## src/rtl/rx_frame_fifo_pkg.sv

```systemverilog
// Shared UART receive definitions: default payload width, frame layout and
// helpers for restoring LSB-first bit order and checking the parity bit.
package uart_pkg;

  localparam int DATA_W  = 8;
  localparam int FRAME_W = DATA_W + 1;

  typedef struct packed {
    logic              perr;
    logic [DATA_W-1:0] data;
  } rx_entry_t;

  // The SIPO shifts in LSB first, so the first serial bit lands in the MSB.
  function automatic logic [DATA_W-1:0] bit_rev(input logic [DATA_W-1:0] v);
    logic [DATA_W-1:0] r;
    for (int i = 0; i < DATA_W; i++) begin
      r[i] = v[DATA_W-1-i];
    end
    return r;
  endfunction

  function automatic logic parity_err(input logic [FRAME_W-1:0] frame, input logic odd);
    return (^frame) ^ odd;
  endfunction

endpackage

```

## src/rtl/rx_frame_fifo_sync_fifo.sv

```systemverilog
// First-word-fall-through FIFO with wrap-bit pointers; accepts a push and a
// pop in the same cycle even when full.
module sync_fifo #(
  parameter int WIDTH = 9,
  parameter int DEPTH = 8
) (
  input  logic                     i_clk,
  input  logic                     i_rst,
  input  logic                     i_push,
  input  logic [WIDTH-1:0]         i_wr_data,
  input  logic                     i_pop,
  output logic [WIDTH-1:0]         o_rd_data,
  output logic                     o_full,
  output logic                     o_empty,
  output logic [$clog2(DEPTH):0]   o_level
);

  localparam int AW = $clog2(DEPTH);
  localparam logic [AW:0] PTR_ONE = {{AW{1'b0}}, 1'b1};

  logic [WIDTH-1:0] r_mem [DEPTH];
  logic [AW:0]      r_wr_ptr;
  logic [AW:0]      r_rd_ptr;
  logic [WIDTH-1:0] r_hold;
  logic             w_full;
  logic             w_empty;
  logic             w_do_pop;
  logic             w_do_push;

  assign w_empty   = (r_wr_ptr == r_rd_ptr);
  assign w_full    = (r_wr_ptr[AW] != r_rd_ptr[AW]) &&
                     (r_wr_ptr[AW-1:0] == r_rd_ptr[AW-1:0]);
  assign w_do_pop  = i_pop & ~w_empty;
  // A pop frees the head slot this cycle, so a full FIFO can still take the push.
  assign w_do_push = i_push & (~w_full | w_do_pop);

  always_ff @(posedge i_clk) begin
    if (w_do_push) begin
      r_mem[r_wr_ptr[AW-1:0]] <= i_wr_data;
    end
  end

  always_ff @(posedge i_clk or posedge i_rst) begin
    if (i_rst) begin
      r_wr_ptr <= '0;
      r_rd_ptr <= '0;
      r_hold   <= '0;
    end else begin
      if (w_do_push) begin
        r_wr_ptr <= r_wr_ptr + PTR_ONE;
      end
      if (w_do_pop) begin
        r_rd_ptr <= r_rd_ptr + PTR_ONE;
        r_hold   <= r_mem[r_rd_ptr[AW-1:0]];
      end
    end
  end

  // While empty, present the last entry handed out rather than a stale slot.
  assign o_rd_data = w_empty ? r_hold : r_mem[r_rd_ptr[AW-1:0]];
  assign o_full    = w_full;
  assign o_empty   = w_empty;
  assign o_level   = r_wr_ptr - r_rd_ptr;

endmodule

```

## src/rtl/rx_frame_fifo.sv

```systemverilog
// UART receive back end: captures SIPO frames on the rx_done rising edge,
// checks parity, restores bit order and buffers bytes for the host.
module rx_frame_fifo
  import uart_pkg::*;
#(
  parameter int   DATA_W     = uart_pkg::DATA_W,
  parameter int   DEPTH      = 8,
  parameter logic PARITY_ODD = 1'b0
) (
  input  logic                    Rx_clk,
  input  logic                    rst,
  input  logic                    rx_done,
  input  logic [DATA_W:0]         rx_frame,
  output logic [DATA_W-1:0]       m_data,
  output logic                    m_perr,
  output logic                    m_valid,
  input  logic                    m_ready,
  output logic                    overrun,
  output logic [7:0]              perr_cnt,
  input  logic                    clr_status,
  output logic [$clog2(DEPTH):0]  level
);

  logic            r_rx_done_q;
  logic            r_overrun;
  logic [7:0]      r_perr_cnt;
  logic            w_req;
  logic            w_pop;
  logic            w_drop;
  logic            w_push_ok;
  logic            w_full;
  logic            w_empty;
  logic [DATA_W:0] w_wr_data;
  logic [DATA_W:0] w_rd_data;

  assign w_req     = rx_done & ~r_rx_done_q;
  assign w_pop     = ~w_empty & m_ready;
  assign w_drop    = w_req & w_full & ~w_pop;
  assign w_push_ok = w_req & ~w_drop;

  generate
    if (DATA_W == uart_pkg::DATA_W) begin : g_pkg_fmt
      rx_entry_t w_entry;
      always_comb begin
        w_entry.perr = parity_err(rx_frame, PARITY_ODD);
        w_entry.data = bit_rev(rx_frame[DATA_W:1]);
      end
      assign w_wr_data = w_entry;
    end else begin : g_gen_fmt
      logic [DATA_W-1:0] w_byte;
      always_comb begin
        w_byte = '0;
        for (int i = 0; i < DATA_W; i++) begin
          w_byte[i] = rx_frame[DATA_W-i];
        end
      end
      assign w_wr_data = {(^rx_frame) ^ PARITY_ODD, w_byte};
    end
  endgenerate

  always_ff @(posedge Rx_clk or posedge rst) begin
    if (rst) begin
      r_rx_done_q <= 1'b0;
    end else begin
      r_rx_done_q <= rx_done;
    end
  end

  // Clear wins over a same-cycle set or increment; dropped frames never count.
  always_ff @(posedge Rx_clk or posedge rst) begin
    if (rst) begin
      r_overrun  <= 1'b0;
      r_perr_cnt <= 8'h00;
    end else if (clr_status) begin
      r_overrun  <= 1'b0;
      r_perr_cnt <= 8'h00;
    end else begin
      if (w_drop) begin
        r_overrun <= 1'b1;
      end
      if (w_push_ok && w_wr_data[DATA_W] && (r_perr_cnt != 8'hFF)) begin
        r_perr_cnt <= r_perr_cnt + 8'h01;
      end
    end
  end

  sync_fifo #(
    .WIDTH (DATA_W + 1),
    .DEPTH (DEPTH)
  ) u_fifo (
    .i_clk     (Rx_clk),
    .i_rst     (rst),
    .i_push    (w_push_ok),
    .i_wr_data (w_wr_data),
    .i_pop     (w_pop),
    .o_rd_data (w_rd_data),
    .o_full    (w_full),
    .o_empty   (w_empty),
    .o_level   (level)
  );

  assign m_valid  = ~w_empty;
  assign m_perr   = w_rd_data[DATA_W];
  assign m_data   = w_rd_data[DATA_W-1:0];
  assign overrun  = r_overrun;
  assign perr_cnt = r_perr_cnt;

endmodule

```

## config.mk

```make
export PLATFORM = sky130hd
export DESIGN_NAME = rx_frame_fifo
export DESIGN_NICKNAME = d
export VERILOG_FILES = /design/src/rtl/rx_frame_fifo_pkg.sv /design/src/rtl/rx_frame_fifo_sync_fifo.sv /design/src/rtl/rx_frame_fifo.sv
export SDC_FILE = /design/constraint.sdc
export NUM_CORES = 1
export LEC_CHECK = 0
export CORE_UTILIZATION = 30
export DETAILED_ROUTE_END_ITERATION = 8
export PLACE_DENSITY = 0.58
export SYNTH_ARGS = -nofsm -noshare
export SYNTH_HDL_FRONTEND = slang
export SYNTH_HIERARCHICAL = 1
export SYNTH_SLANG_ARGS = --single-unit
```

## constraint.sdc

```tcl
create_clock -name Rx_clk -period 3.2 [get_ports Rx_clk]
set_input_delay 0.64 -clock Rx_clk [delete_from_list [all_inputs] [get_ports Rx_clk]]
set_output_delay 0.64 -clock Rx_clk [all_outputs]
set_load 0.05 [all_outputs]
```

==> flow_metrics.env, run 1 <==
export IMPL_cp_max_fo=22
export IMPL_ys_flop_type="edfxtp_1"
export IMPL_htreeDepth=3
export IMPL_fin_crit_ns=2.82
export IMPL_cp_end_kind="primary output"
export IMPL_vias=2560
export IMPL_die_w_um=122
export IMPL_portBuffers=36
export IMPL_cap_violations=0
export IMPL_synth_warnings=6
export IMPL_p_leak_nw=1.98
export IMPL_drv_slew=0
export IMPL_worst_slew_pin_slew_ns=0.698
export IMPL_cp_arrival_ns=2.18
export IMPL_cts_setup_buffers=0
export IMPL_clkTransAtPathRegs_ns=0.06
export IMPL_slowest_stage="dfrtp_2"
export IMPL_cts_root_buf="clkbuf_16"
export IMPL_synth_edf_count=72
export IMPL_hpwl_mm=5.85
export IMPL_routed_via_density=4.67
export IMPL_drc=0
export IMPL_period_share_pct=88.1
export IMPL_dr_pass1_iters=6
export IMPL_drt_wirelength_per_cell_um=15.9
export IMPL_avgSynthCellArea_sq_um=14.1
export IMPL_max_stage_delay_ns=0.41
export IMPL_fin_util_pct=38.4
export IMPL_layout_commonest_cell="edfxtp_1"
export IMPL_crit_family="buffers and inverters"
export IMPL_cp_cell_sequence="buf_4, mux2_2, o221ai_1, o21ai_1, buf_12"
export IMPL_power_per_cell_area_mw_per_mm2=1120
export IMPL_syn2layout_area_growth_pct=24.0
export IMPL_ys_async_sr_fraction_pct=27.3
export IMPL_grt_overflow=0
export IMPL_diodes=0
export IMPL_grt_max_degree=23
export IMPL_peakVddDrop_mv=0.515
export IMPL_gp_congestion=0.713
export IMPL_clock_sinks=99
export IMPL_cp_num_buf_inv=2
export IMPL_wl_mm=8.74
export IMPL_ctsHoldBuffers=0
export IMPL_core_area_sq_mm=0.0140
export IMPL_fin_nets=384
export IMPL_fin_hold_ws_ns=0.487
export IMPL_synth_cell_types=43
export IMPL_r2r_slack_ns=0.54
export IMPL_chipHeight_um=122
export IMPL_rsz0062_at_grt="false"
export IMPL_setup_violations_final=0
export IMPL_cts_buffers=9
export IMPL_start_util_pct=31.0
export IMPL_status="completed"
export IMPL_max_slew_margin_pct=53.2
export IMPL_finClkSkew_ns=0.00513
export IMPL_cts_tree="built"
export IMPL_mappedNetlistArea_sq_mm=0.00435
export IMPL_syn_nets=330
export IMPL_setup_tns_final_ns=0
export IMPL_postRouteAntennaNets=0
export IMPL_hold_path_class="flip-flop to flip-flop"
export IMPL_yosysSeqAreaShare_pct=65.2
export IMPL_antenna_found_initial=0
export IMPL_num_rows=43
export IMPL_layout_common_cells="edfxtp_1 (72), dfrtp_1 (26), nand2_1 (22), clkdlybuf4s50_1 (22), buf_4 (21)"
export IMPL_clk_latency_ns=0.34
export IMPL_grt_pass1_wl_mm=13.8
export IMPL_drt_initial_drc_count=127
export IMPL_grtUsageTotal_pct=12.6
export IMPL_synth_cells=309
export IMPL_required_ns=2.56
export IMPL_ioPinCount=37
export IMPL_drive_gt1_share_pct=20.1
export IMPL_ys_ff_latch=99
export IMPL_grt_pass1_vias=2506
export IMPL_p_total_mw=6.05
export IMPL_crit_path_start_kind="flip-flop"
export IMPL_dieArea_sq_mm=0.0150
export IMPL_clockBufferDepth=2
export IMPL_fmax_ghz=0.355
export IMPL_cts_repair_resized=0
export IMPL_timing_worst_setup_path_type="flip-flop to primary output"
export IMPL_finalHoldViolations=0
## layout make-up
type / count / area, sq um
Sequential cell: 99 / 2840
Inverter: 14 / 52.6
Multi-Input combinational cell: 184 / 1400
Clock inverter: 4 / 26.3
Fill cell: 1312 / 8640
Clock buffer: 12 / 236
Tap cell: 180 / 225
Timing Repair Buffer: 55 / 618
## tightest hold or removal path, delay by kind of cell (launching register included)
family / cells / cell delay, ns
flops: 1 / 0.34
compound gates: 1 / 0.06
simple gates: 1 / 0.05
## layer usage
layer	vias up	track usage (%)	share of wire, %
met5	-	0	0
met4	0	5.72	1.8
met3	9	2.83	3.4
met2	41	19.7	48
met1	1238	16.5	47
li1	1272	-	-
## synth_stat cells, types with 2 or more instances
cell	count	area (sq um)
buf_1	2	7.51
inv_1	14	52.6
buf_2	3	15.0
nand3_1	10	50.1
a21oi_1	9	45.0
o221ai_1	9	78.8
mux2_2	18	203
nor2b_1	2	12.5
nor3_1	5	25.0
dfrtp_1	27	676
and3_1	2	12.5
xnor2_1	9	78.8
xor2_1	5	43.8
clkbuf_1	3	11.3
nand2_1	22	82.6
xnor2_2	2	32.5
o21ai_0	2	10.0
ha_1	6	75.1
o31ai_1	6	45.0
mux2i_1	18	180
nor2_1	8	30.0
or4_1	6	45.0
o21ai_1	20	100
a22oi_1	9	67.6
edfxtp_1	72	2160
buf_4	3	22.5
## cells by family (layout without fill, tap and decap cells)
kind of cell	Yosys count	in the layout	share of synthesized area, %
and+or+nand+nor	63	63	7.62
DFF	99	99	65.2
muxes	38	38	9.40
AOI/OAI and AO/OA	59	59	8.74
xor gates and xnor gates	17	17	4.11
adders and majority gates	7	7	2.18
buffers and inverters	26	85	2.76
## stage by stage
step / instances / cell area [sq um] / worst slack [ns]
floorplan: 309 / 4360 / 0.0684
global placement: 532 / 5140 / 0.217
detailed placement: 532 / 5140 / 0.148
CTS: 548 / 5400 / 0.360
global route: 548 / 5400 / 0.230
finish: 548 / 5400 / 0.380
## path summary, 6_finish.rpt
path / from / depth (start not counted) / endpoint
min in group asynchronous: rst / 2 / overrun
worst min register to register: u_fifo/r_hold[5] / 2 / u_fifo/r_hold[5]
worst max-delay path: u_fifo/r_rd_ptr[0] / 5 / m_data[1]
worst max register to register: u_fifo/r_rd_ptr[1] / 11 / perr_cnt[4]
worst min-delay path: u_fifo/r_hold[5] / 2 / u_fifo/r_hold[5]
max in group asynchronous: rst / 2 / u_fifo/r_rd_ptr[0]
## state kept, by name, indices dropped and copies added (netlist names)
signal,flops
perr_cnt,8
u_fifo/r_rd_ptr,4
u_fifo/r_wr_ptr,4
u_fifo/r_mem,72
u_fifo/r_hold,9
overrun,1
r_rx_done_q,1
## power by group
group | switching, mW | internal [mW]
Combinational | 1.91 | 1.43
Clock | 0.444 | 0.528
Sequential | 0.146 | 1.60
Total | 2.50 | 3.55
No activity file was read; power rests on OpenSTA's default activity.
==> inputs of run 2 (changes only) <==
--- a/config.mk
+++ b/config.mk
@@ -10,5 +10,4 @@
 export PLACE_DENSITY = 0.58
 export SYNTH_ARGS = -nofsm -noshare
 export SYNTH_HDL_FRONTEND = slang
-export SYNTH_HIERARCHICAL = 1
 export SYNTH_SLANG_ARGS = --single-unit
==> run 2 against run 1 <==
Combinational power down 5%; critical path type unchanged; largest power group unchanged; critical path depth up 2; flip-flop and latch count unchanged; total power down 2.5%; utilization down 0.062 points; maximum frequency down 4.2%; largest cell class unchanged; sequential share of layout area up 0.88 points; routed wire length down 7.2%; synthesized cell count down 13%; design area down 1.7%.
==> flow_metrics.env, run 2 <==
export IMPL_grtUsageTotal_pct=12.1
export IMPL_vias=2365
export IMPL_layout_common_cells="edfxtp_1 (72), dfrtp_1 (27), clkdlybuf4s50_1 (22)"
export IMPL_grt_use_met3_pct=3.25
export IMPL_busiest_layer="met2"
export IMPL_gp_congestion=0.720
export IMPL_ys_flop_type="edfxtp_1"
export IMPL_required_ns=2.56
export IMPL_rsz0062_at_grt="false"
export IMPL_period_share_pct=92.0
export IMPL_portBuffers=36
export IMPL_cp_arrival_ns=2.30
export IMPL_ctsHoldBuffers=0
export IMPL_cp_max_fo=22
export IMPL_p_leak_nw=1.92
export IMPL_cts_repair_resized=0
export IMPL_yosysSeqAreaShare_pct=67.1
export IMPL_max_stage_delay_ns=0.40
export IMPL_layout_commonest_cell="edfxtp_1"
export IMPL_start_util_pct=30.6
export IMPL_final_instance_count_excl_fill=506
export IMPL_cts_tree="built"
export IMPL_pre_cts_slack_ns=0.249
export IMPL_crit_start="u_fifo.r_rd_ptr[0]"
export IMPL_num_rows=43
export IMPL_timing_worst_setup_path_type="flip-flop to primary output"
export IMPL_fin_nets=342
export IMPL_largest_register_ffs=72
export IMPL_grt_max_degree=28
export IMPL_synthTopCellsByArea="edfxtp_1 (51%), dfrtp_1 (16%), mux4_2 (9.6%)"
export IMPL_drive_gt1_share_pct=21.5
export IMPL_mappedNetlistArea_sq_mm=0.00423
export IMPL_avgSynthCellArea_sq_um=15.7
export IMPL_wl_mm=8.11
export IMPL_dieArea_sq_mm=0.0146
export IMPL_slowest_stage="dfrtp_1"
export IMPL_cp_cell_sequence="buf_12, ha_1, nand3_1, or2b_1, buf_4, a21oi_1, buf_12"
export IMPL_crit_path_end="m_data[2]"
export IMPL_syn_nets=291
export IMPL_hpwl_mm=5.27
export IMPL_diodes=0
export IMPL_clock_sinks=99
export IMPL_cp_end_kind="primary output"
export IMPL_clk_latency_ns=0.35
export IMPL_ys_async_sr_fraction_pct=27.3
export IMPL_layout_setup_ws_ns=0.256
export IMPL_worst_slew_pin_slew_ns=0.702
export IMPL_grt_use_met1_pct=16.0
export IMPL_clockBufferDepth=2
export IMPL_postRouteAntennaNets=0
export IMPL_r2r_start="u_fifo.r_rd_ptr[0]"
export IMPL_crit_path_start_kind="flip-flop"
export IMPL_setup_violations_final=0
export IMPL_r2r_slack_ns=0.72
export IMPL_dr_pass1_iters=4
export IMPL_routed_via_density=4.67
export IMPL_crit_cells=7
export IMPL_synth_edf_count=72
export IMPL_fillers=1269
export IMPL_synth_most_common_cell="edfxtp_1"
export IMPL_synth_largest_area_cell="edfxtp_1"
export IMPL_finalHoldViolations=0
export IMPL_crit_reg2reg_capture="u_fifo.r_mem[7][0]"
export IMPL_fmax_ghz=0.340
export IMPL_antenna_found_initial=0
export IMPL_reg2regPathDepth=6
export IMPL_cts_root_buf="clkbuf_16"
export IMPL_synth_cell_types=35
export IMPL_dp_cells=490
export IMPL_peakVddDrop_mv=0.474
export IMPL_cpMostUsedCell="buf_12"
export IMPL_htreeDepth=3
export IMPL_cp_num_buf_inv=3
export IMPL_cts_buffers=9
export IMPL_finClkSkew_ns=0.00724
export IMPL_grt_pass1_wl_mm=12.8
export IMPL_drc=0
export IMPL_fin_crit_ns=2.94
export IMPL_grt_pass1_vias=2310
export IMPL_synth_cells=270
export IMPL_drt_wirelength_per_cell_um=16.0
export IMPL_synth_top_area_share_pct=51.1
export IMPL_core_area_sq_mm=0.0138
export IMPL_grt_overflow=0
export IMPL_hold_path_class="flip-flop to flip-flop"
export IMPL_crit_family="buffers and inverters"
export IMPL_synth_warnings=0
export IMPL_max_slew_margin_pct=52.9
export IMPL_status="completed"
export IMPL_drt_initial_drc_count=184
export IMPL_cts_setup_buffers=0
export IMPL_ioPinCount=37
export IMPL_syn2layout_area_growth_pct=25.5
export IMPL_power_per_cell_area_mw_per_mm2=1110
export IMPL_fin_util_pct=38.4
export IMPL_cap_violations=0
export IMPL_drv_slew=0
export IMPL_grt_use_met2_pct=18.6
export IMPL_die_w_um=121
export IMPL_clkTransAtPathRegs_ns=0.07
export IMPL_synthTopCellsByCount="edfxtp_1 (72), dfrtp_1 (27), a21oi_1 (18), mux4_2 (18), nand2_1 (15)"
export IMPL_chipHeight_um=121
export IMPL_ys_ff_latch=99
==> run 2: layout make-up <==
| class | instances | area [sq um] | share of cell area [%] |
|---|---|---|---|
| clock buffer | 9 | 225 | 4.24 |
| multi-input combinational | 149 | 1310 | 24.6 |
| tap | 180 | 225 | 4.24 |
| timing repair buffer | 51 | 613 | 11.6 |
| inverter | 11 | 41.3 | 0.778 |
| clock inverter | 7 | 60.1 | 1.13 |
| sequential | 99 | 2840 | 53.5 |
==> run 2: logic make-up after synthesis <==
group | after synthesis | share of synthesized area (%)
flip-flops | 99 | 67.1
AND/OR/NAND/NOR | 59 | 6.86
AO/OA/AOI/OAI | 38 | 5.38
multiplexers | 29 | 12.2
buffers and inverters | 22 | 2.22
XOR/XNOR | 16 | 3.99
adder cells (fa/ha/maj) | 7 | 2.25
==> run 2: worst min path at each step <==
stage	start	to	slack [ns]	cells after the start
finish	u_fifo.r_hold[1]	u_fifo.r_hold[1]	0.48	2
floorplan	u_fifo.r_hold[0]	u_fifo.r_hold[0]	0.45	2
CTS	u_fifo.r_hold[1]	u_fifo.r_hold[1]	0.49	2
global route	u_fifo.r_hold[5]	u_fifo.r_hold[5]	0.51	2
detailed placement	u_fifo.r_hold[1]	u_fifo.r_hold[1]	0.47	2
global placement	u_fifo.r_hold[8]	u_fifo.r_hold[8]	0.46	2
==> run 2: routing by layer <==
metal / share of wire [%] / vias to the layer above / wire length [um]
li1: - / 1122 / -
met1: 47 / 1192 / 3840
met5: 0 / - / 0
met2: 48 / 42 / 3860
met4: 1.6 / 0 / 133
met3: 3.3 / 9 / 271
==> run 2: where the power goes <==
| part | total (mW) | leakage (nW) | internal (mW) | switching, mW |
|---|---|---|---|---|
| combinational | 3.17 | 0.801 | 1.43 | 1.74 |
| sequential | 1.70 | 0.992 | 1.58 | 0.120 |
| clock | 1.02 | 0.131 | 0.539 | 0.486 |
==> run 2: per-stage QoR <==
stage	hold WS [ns]	setup TNS [ns]	power (mW)	area, sq um
floorplan	0.451	-1.65	3.56	4230
global placement	0.462	0	4.90	5020
detailed placement	0.471	0	4.93	5020
CTS	0.487	0	5.97	5310
global route	0.508	0	6.19	5310
finish	0.484	0	5.90	5310
==> run 2: worst reg2reg max path: cells and delay by family, from the launching register on <==
| family | cells | cell delay [ns] |
|---|---|---|
| AOI/OAI and AO/OA | 1 | 0.64 |
| adders and majority gates | 1 | 0.33 |
| buffers and inverters | 2 | 0.43 |
| DFF | 1 | 0.40 |
| and+or+nand+nor | 2 | 0.37 |
